==> src/rtl/fixed_mac_array.sv <==
// fixed_mac_array: pipelined multi-lane signed MAC with framed
// accumulation, optional saturation and a valid/ready result port.
module fixed_mac_array #(
  parameter int A_WIDTH   = 8,
  parameter int B_WIDTH   = 8,
  parameter int LANES     = 4,
  parameter int ACC_WIDTH = 32,
  parameter bit SATURATE  = 1'b1
) (
  input  logic                       clock,
  input  logic                       reset,
  input  logic                       in_valid,
  output logic                       in_ready,
  input  logic                       in_first,
  input  logic                       in_last,
  input  logic [LANES*A_WIDTH-1:0]   in_a,
  input  logic [LANES*B_WIDTH-1:0]   in_b,
  output logic                       out_valid,
  input  logic                       out_ready,
  output logic [ACC_WIDTH-1:0]       out_acc,
  output logic                       out_overflow
);

  localparam int PW = A_WIDTH + B_WIDTH;
  localparam int MSB = ACC_WIDTH - 1;

  localparam logic signed [ACC_WIDTH-1:0] ACC_MAX =
    {1'b0, {(ACC_WIDTH-1){1'b1}}};
  localparam logic signed [ACC_WIDTH-1:0] ACC_MIN =
    {1'b1, {(ACC_WIDTH-1){1'b0}}};

  if (ACC_WIDTH < PW + $clog2(LANES)) begin : g_width_check
    $error("fixed_mac_array: ACC_WIDTH too small");
  end

  logic stall;
  assign stall    = out_valid && !out_ready;
  assign in_ready = !stall;

  // Operand capture: multipliers start from flops, not fetch logic.
  logic                     v0, f0, l0;
  logic [LANES*A_WIDTH-1:0] a0;
  logic [LANES*B_WIDTH-1:0] b0;

  always_ff @(posedge clock) begin
    if (reset) begin
      v0 <= 1'b0;
      f0 <= 1'b0;
      l0 <= 1'b0;
      a0 <= '0;
      b0 <= '0;
    end else if (!stall) begin
      v0 <= in_valid;
      f0 <= in_first;
      l0 <= in_last;
      a0 <= in_a;
      b0 <= in_b;
    end
  end

  logic signed [PW-1:0] prod    [LANES];
  logic signed [PW-1:0] p1_prod [LANES];
  logic                 v1, f1, l1;

  always_comb begin
    for (int i = 0; i < LANES; i++) begin
      prod[i] = PW'($signed(a0[i*A_WIDTH +: A_WIDTH]))
              * PW'($signed(b0[i*B_WIDTH +: B_WIDTH]));
    end
  end

  always_ff @(posedge clock) begin
    if (reset) begin
      v1 <= 1'b0;
      f1 <= 1'b0;
      l1 <= 1'b0;
      for (int i = 0; i < LANES; i++) p1_prod[i] <= '0;
    end else if (!stall) begin
      v1 <= v0;
      f1 <= f0;
      l1 <= l0;
      for (int i = 0; i < LANES; i++) p1_prod[i] <= prod[i];
    end
  end

  logic signed [ACC_WIDTH-1:0] tree;
  logic signed [ACC_WIDTH-1:0] s2;
  logic                        v2, f2, l2;

  always_comb begin
    tree = '0;
    for (int i = 0; i < LANES; i++) begin
      tree = tree + ACC_WIDTH'(p1_prod[i]);
    end
  end

  always_ff @(posedge clock) begin
    if (reset) begin
      v2 <= 1'b0;
      f2 <= 1'b0;
      l2 <= 1'b0;
      s2 <= '0;
    end else if (!stall) begin
      v2 <= v1;
      f2 <= f1;
      l2 <= l1;
      s2 <= tree;
    end
  end

  logic signed [ACC_WIDTH-1:0] acc;
  logic signed [ACC_WIDTH-1:0] base, raw, nxt;
  logic                        sticky, sticky_base, step_ovf;

  always_comb begin
    base     = f2 ? '0 : acc;
    raw      = base + s2;
    step_ovf = (base[MSB] == s2[MSB]) && (raw[MSB] != base[MSB]);
    nxt      = raw;
    if (SATURATE && step_ovf) begin
      nxt = base[MSB] ? ACC_MIN : ACC_MAX;
    end
    sticky_base = f2 ? 1'b0 : sticky;
  end

  // Accumulator is zeroed after each last beat, so the next frame
  // starts clean even without an explicit first.
  always_ff @(posedge clock) begin
    if (reset) begin
      acc    <= '0;
      sticky <= 1'b0;
    end else if (!stall && v2) begin
      if (l2) begin
        acc    <= '0;
        sticky <= 1'b0;
      end else begin
        acc    <= nxt;
        sticky <= sticky_base | step_ovf;
      end
    end
  end

  always_ff @(posedge clock) begin
    if (reset) begin
      out_valid    <= 1'b0;
      out_acc      <= '0;
      out_overflow <= 1'b0;
    end else if (!stall && v2 && l2) begin
      out_valid    <= 1'b1;
      out_acc      <= nxt;
      out_overflow <= sticky_base | step_ovf;
    end else if (out_valid && out_ready) begin
      out_valid <= 1'b0;
    end
  end

endmodule

==> config.mk <==
export PLATFORM = sky130hd
export DESIGN_NAME = fixed_mac_array
export DESIGN_NICKNAME = d
export VERILOG_FILES = /design/src/rtl/fixed_mac_array.sv
export SDC_FILE = /design/constraint.sdc
export NUM_CORES = 1
export LEC_CHECK = 0
export ABC_AREA = 0
export BUFFER_PORTS_ARGS = -buffer_cell sky130_fd_sc_hd__buf_2
export CAP_MARGIN = 20
export CORE_MARGIN = 2
export CORE_UTILIZATION = 25
export CTS_CLUSTER_SIZE = 25
export DETAILED_ROUTE_END_ITERATION = 12
export SLEW_MARGIN = 5
export SYNTH_ARGS = -nofsm -noshare
export SYNTH_HDL_FRONTEND = slang
export SYNTH_SLANG_ARGS = --single-unit
==> constraint.sdc <==
create_clock -name clock -period 9.7 [get_ports clock]
set_input_delay 0.97 -clock clock [delete_from_list [all_inputs] [get_ports clock]]
set_output_delay 0.97 -clock clock [all_outputs]
set_load 0.02 [all_outputs]
; ---- Word-level counts from Yosys, hierarchy flattened
; Memory sizes are Yosys's and may differ from the RTL's.
; Cells that the tools add are included.
[totals]
ff_bits = 172
ram_bits = 64
input_bits = 70
output_inout_bits = 35
wordCells = 58
n_memories = 1
[memory_table]
columns = memory, words, word_bits, rd, rd_clocked_by_memory_dff, wr, line
row1 = p1_prod, 4, 16, 4, 0, 4, 62  ; logic signed [PW-1:0] p1_prod [LANES];
[op_classes]
n_addsub = 4
mul = 4
eq_ne = 2
mux = 17
bitwise = 5
n_reduce_logical = 8
[op_table]
columns = op, count
row1 = 32-bit two-way mux, 4
row2 = 8-bit by 8-bit multiplier with 16-bit output, 4
row3 = 16-bit two-way mux, 4
row4 = 32-bit adder, 1
row5 = 18-bit by 16-bit adder with 19-bit output, 1
row6 = 17-bit by 16-bit adder with 18-bit output, 1
row7 = 16-bit by 16-bit adder with 17-bit output, 1
row8 = 1-bit two-way mux, 9
row9 = 1-bit logical AND, 5
row10 = 1-bit OR, 5
row11 = 1-bit zero test, 2
row12 = 2-bit nonzero test, 1
row13 = 1-bit == test, 1
row14 = 1-bit inequality test, 1

; ---- Depth between registers and ports, before layout
[logic_depth]
word_depth = 6
mapped_depth = 20
mapped_depth_nobuf = 19

; ---- Worst setup path before layout
; Ideal clock, no wire load.
[synth_path]
path_type = register to register
startpoint = register a0[7]
endpoint = memory p1_prod[0][15] in the netlist's numbering (data pin)
setup_time_ps = 266
t_arrival_ps = 4225
required_time_ps = 9434
path_slack_ps = 5209
path_stages_with_launch = 19
cell_sequence = dfxtp_1 > clkbuf_1 > and2_1 > fa_1 > inv_1 > fa_1 > inv_1 > fa_1 > inv_1 > fa_1 > inv_1 > ha_1 > nor2b_1 > o21a_1 > o41ai_1 > o21a_1 > o21ai_0 > xnor2_1 > nor2_1
[synth_rtl]
columns = element, line
row1 = "start, declared", 42  ; logic [LANES*A_WIDTH-1:0] a0;
row2 = "start signal, assigned", 56  ; a0 <= in_a;
row3 = "end, declared", 62

==> metrics.md <==
| Metric | Value |
|---|---|
| Post-cts resize count | 0 |
| Minimum clock period | 4.78 ns |
| Net switching power | 1.37 mW |
| Sw frac | 37.2% |
| Die Span Y | 292 microns |
| CTS Buf Count | 28 |
| GRT Residual Overflow | 0 |
| Slew @ Worst Pin | 1.09 ns |
| Worst setup EP type | flop |
| Ys async rst share | 0% |
| Setup bufs post-CTS | 0 |
| DRC viols | 0 |
| Drt pass-1 iters | 5 |
| Ys flop type | dfxtp_1 |
| Critical Path Source | b0[26]$_SDFFE_PP0N_ |
| Cells after Synth | 2280 |
| Initial Util | 25.2% |
| Clock Latency Late Sink | 0.59 ns |
| Setup violations, final | 0 |
| R2R Path Start | b0[26]$_SDFFE_PP0N_ |
| Number of global-route vias before repair | 15044 |
| Final Total Pwr | 3.69 mW |
| Synth top area cells | fa_1 (25%), dfxtp_1 (15%), ha_1 (10%) |
| Die X | 292 microns |
| CP cell instances | and2_1, fa_1, inv_1, fa_1, inv_1, fa_1, inv_1, fa_1, inv_1, ha_1, nor2b_1, o21a_1, o41ai_1, o21a_1, o21ai_0, xnor2_1, nor2_1 |
| Crit-path leading delay family | adder cells |
| Outcome | finished, final reports clean |
| Clk root buf | clkbuf_16 |
| RSZ-0062 raised after global routing | no |
| Final period util | 49.3% |
| CP required | 10.00 ns |
| Post-synth EDFFs | 64 |
| Cell area after synthesis | 20700 sq um |
| Cell Pwr Density | 159 nW/um^2 |
| Post-route ant nets | 0 |
| WL per Instance | 14.0 microns |
| Ports | 105 |
| Avg Inst Size Synth | 9.06 sq um |
| Clock skew | 0.0402 ns |
| Row cnt | 105 |
| Cell-internal power | 2.32 mW |
| Seq pwr share | 31.5% |
| Post-Syn Nets | 2769 |
| Synth Area in Simple Gates | 17.8% |
| Die area | 85000 sq um |
| Post-synthesis compound-gate area fraction | 10.7% |
| Core box area | 82000 sq um |
| Hold-fix buffers, CTS | 0 |
| HP Start | out_acc[4]$_SDFFE_PP0P_ |
| Final cell count without fillers | 3434 |
| Type of the worst min-delay path | flop to flop |
| Layout cells sized above 1 | 7.83% |
| Clk buf depth | 3 |
| DR vias | 14778 |
| Rel. slew slack | 27.3% |
| Yosys top cell area share | 24.6% |
| Routed wire length | 48200 microns |
| Initial antenna violation count | 1 |
| Hold_ws | 0.447 ns |
| Initial drt markers | 754 |
| Pleak | 10.9 nW |
| DR vias/cell | 4.30 |
| Pins Over Slew Limit | 0 |
| Largest area contributor in the netlist | fa_1 |
| Largest net degree at the start of global routing | 65 |
| # placed instances | 3382 |
| Port Buffers | 104 |
| Crit path kind | flop to flop |
| Synth Area in XOR/XNOR | 4.24% |
| Worst path max stage delay | 0.54 ns |
| Startpoint Class | flop |
| Post-synthesis mux area share | 0.454% |
| Area grow syn2layout | 12.3% |
| Seq cells post-synth | 223 |
| CTS tree | built |
| CP arrival | 5.08 ns |
| First-pass GRT wire length | 79400 microns |
| CP max FO | 9 |
| Area share of fa/ha/maj cells after synthesis | 34.6% |
| Combinational Power Share | 39.3% |
| Worst IR drop on VDD | 0.145 mV |
| Setup TNS | 0 ns |
| CTS sink cnt | 223 |
| Clock H-tree levels | 1 |
| Clock network power share | 29.2% |
| Nets | 2831 |
| Yosys cell types | 68 |
| Post-synthesis sequential area ratio | 24.7% |
| GRT Total Usage | 11.4% |
| Final hold violation count | 0 |
| YS warnings | 0 |
| Hpwl dp | 37700 microns |
| Placer Congestion | 0.834 |
| Max-cap violations | 0 |
| Crit path buf inv count | 4 |
| Crit path max-delay cell type | fa_1 |
| Clk slew on worst S/H paths | 0.06 ns |
| F_max | 0.209 GHz |
| Largest family of logic cells by synthesized area | adder cells |
[worst register-to-register path: cells and delay by family, from the launching register on]
kind	cells	cell delay, ns
xor gates and xnor gates	1	0.16
buffers and inverters	4	0.20
DFF	1	0.38
and+or+nand+nor	3	0.41
adders and majority gates	5	2.32
AOI/OAI and AO/OA	4	1.03
[cell type report]
cell class / count / area, sq um
clock buffers: 35 / 737
fillers: 8821 / 58800
repair buffers: 113 / 591
inverters: 322 / 1210
clock inverters: 16 / 191
multi-input cells: 1654 / 14000
diodes: 1 / 2.50
well taps: 1070 / 1340
flip-flops and latches: 223 / 5100
[synth_stat cells, drive strengths merged (2+ instances only)]
library cell / instances
inv: 321
and2: 189
xor2: 40
and3: 7
a22oi: 6
a22o: 10
a2111oi: 3
a211oi: 16
buf: 16
a21oi: 146
nand2: 309
nand2b: 17
dfxtp: 159
a21o: 26
mux2: 3
nor3: 19
a211o: 2
nand3: 12
o21a: 15
nor2: 134
xnor2: 60
a31oi: 8
o31ai: 4
o21bai: 10
nand4: 3
o21ai: 92
fa: 254
clkbuf: 65
edfxtp: 64
mux2i: 6
nor2b: 69
o41ai: 6
ha: 165
o211ai: 3
or3: 3
[power by group through the flow]
stage	Sequential, mW	Clock (mW)	Combinational (mW)
after CTS	1.17	1.10	1.45
after floorplan	1.15	0	1.13
after global placement	1.18	0	1.43
final	1.16	1.08	1.45
after detailed placement	1.19	0	1.44
after global routing	1.18	1.14	1.66
[state kept, by name, summed over array words and instances (netlist names), 19 cells and up]
name	flops
b0	32
out_acc	32
acc	32
p1_prod	64
s2	19
a0	32
[worst paths after layout]
kind                                                      to  slack [ns]  cells past startpoint
worst max register to register  p1_prod[3][15]$_SDFFCE_PN0P_        4.92                     17
worst min-delay path                 out_acc[4]$_SDFFE_PP0P_        0.45                      2
worst min register to register       out_acc[4]$_SDFFE_PP0P_        0.45                      2
worst max-delay path            p1_prod[3][15]$_SDFFCE_PN0P_        4.92                     17
[kinds of logic (layout without fill, tap and decap cells)]
| kind of cell | after synthesis | after routing |
|---|---|---|
| mux | 9 | 9 |
| buf+inv | 403 | 486 |
| flops | 223 | 223 |
| other cells | 0 | 1 |
| fa+ha+maj | 420 | 420 |
| xor+xnor | 100 | 100 |
| simple gates | 767 | 767 |
| compound gates | 358 | 358 |
[layout by cell type, fill, tap and decap left out, types with 13 or more instances in the layout]
| cell type | instances |
|---|---|
| inv_1 | 319 |
| nand2_1 | 309 |
| fa_1 | 254 |
| and2_1 | 188 |
| ha_1 | 165 |
| dfxtp_1 | 159 |
| a21oi_1 | 139 |
| nor2_1 | 132 |
| buf_2 | 103 |
| o21ai_0 | 74 |
| nor2b_1 | 68 |
| edfxtp_1 | 64 |
| xnor2_1 | 60 |
| xor2_1 | 40 |
| clkbuf_16 | 28 |
| a21o_1 | 26 |
| nor3_1 | 18 |
| nand2b_1 | 16 |
| o21ai_1 | 16 |
| o21a_1 | 15 |
| a211oi_1 | 13 |
[through the flow]
| stage | instance area [sq um] | utilization (%) | worst slack, ns |
|---|---|---|---|
| 4_1_cts | 23200 | 28.3 | 4.90 |
| 6_report | 23200 | 28.3 | 4.92 |
| 3_3_place_gp | 22300 | 27.2 | 5.02 |
| 3_5_place_dp | 22300 | 27.2 | 4.92 |
| 5_1_grt | 23200 | 28.3 | 4.57 |
| 2_1_floorplan | 20700 | - | 5.21 |
[per-layer routing]
metal	vias up	share of wire (%)	routed length (microns)	global-route usage, %
met2	231	45	21600	18.7
li1	7378	-	-	-
met3	51	3.5	1690	1.47
met5	-	0	0	0
met1	7118	50	23900	16.1
met4	0	2.1	992	2.33
Power figures use the tool's default switching activity.
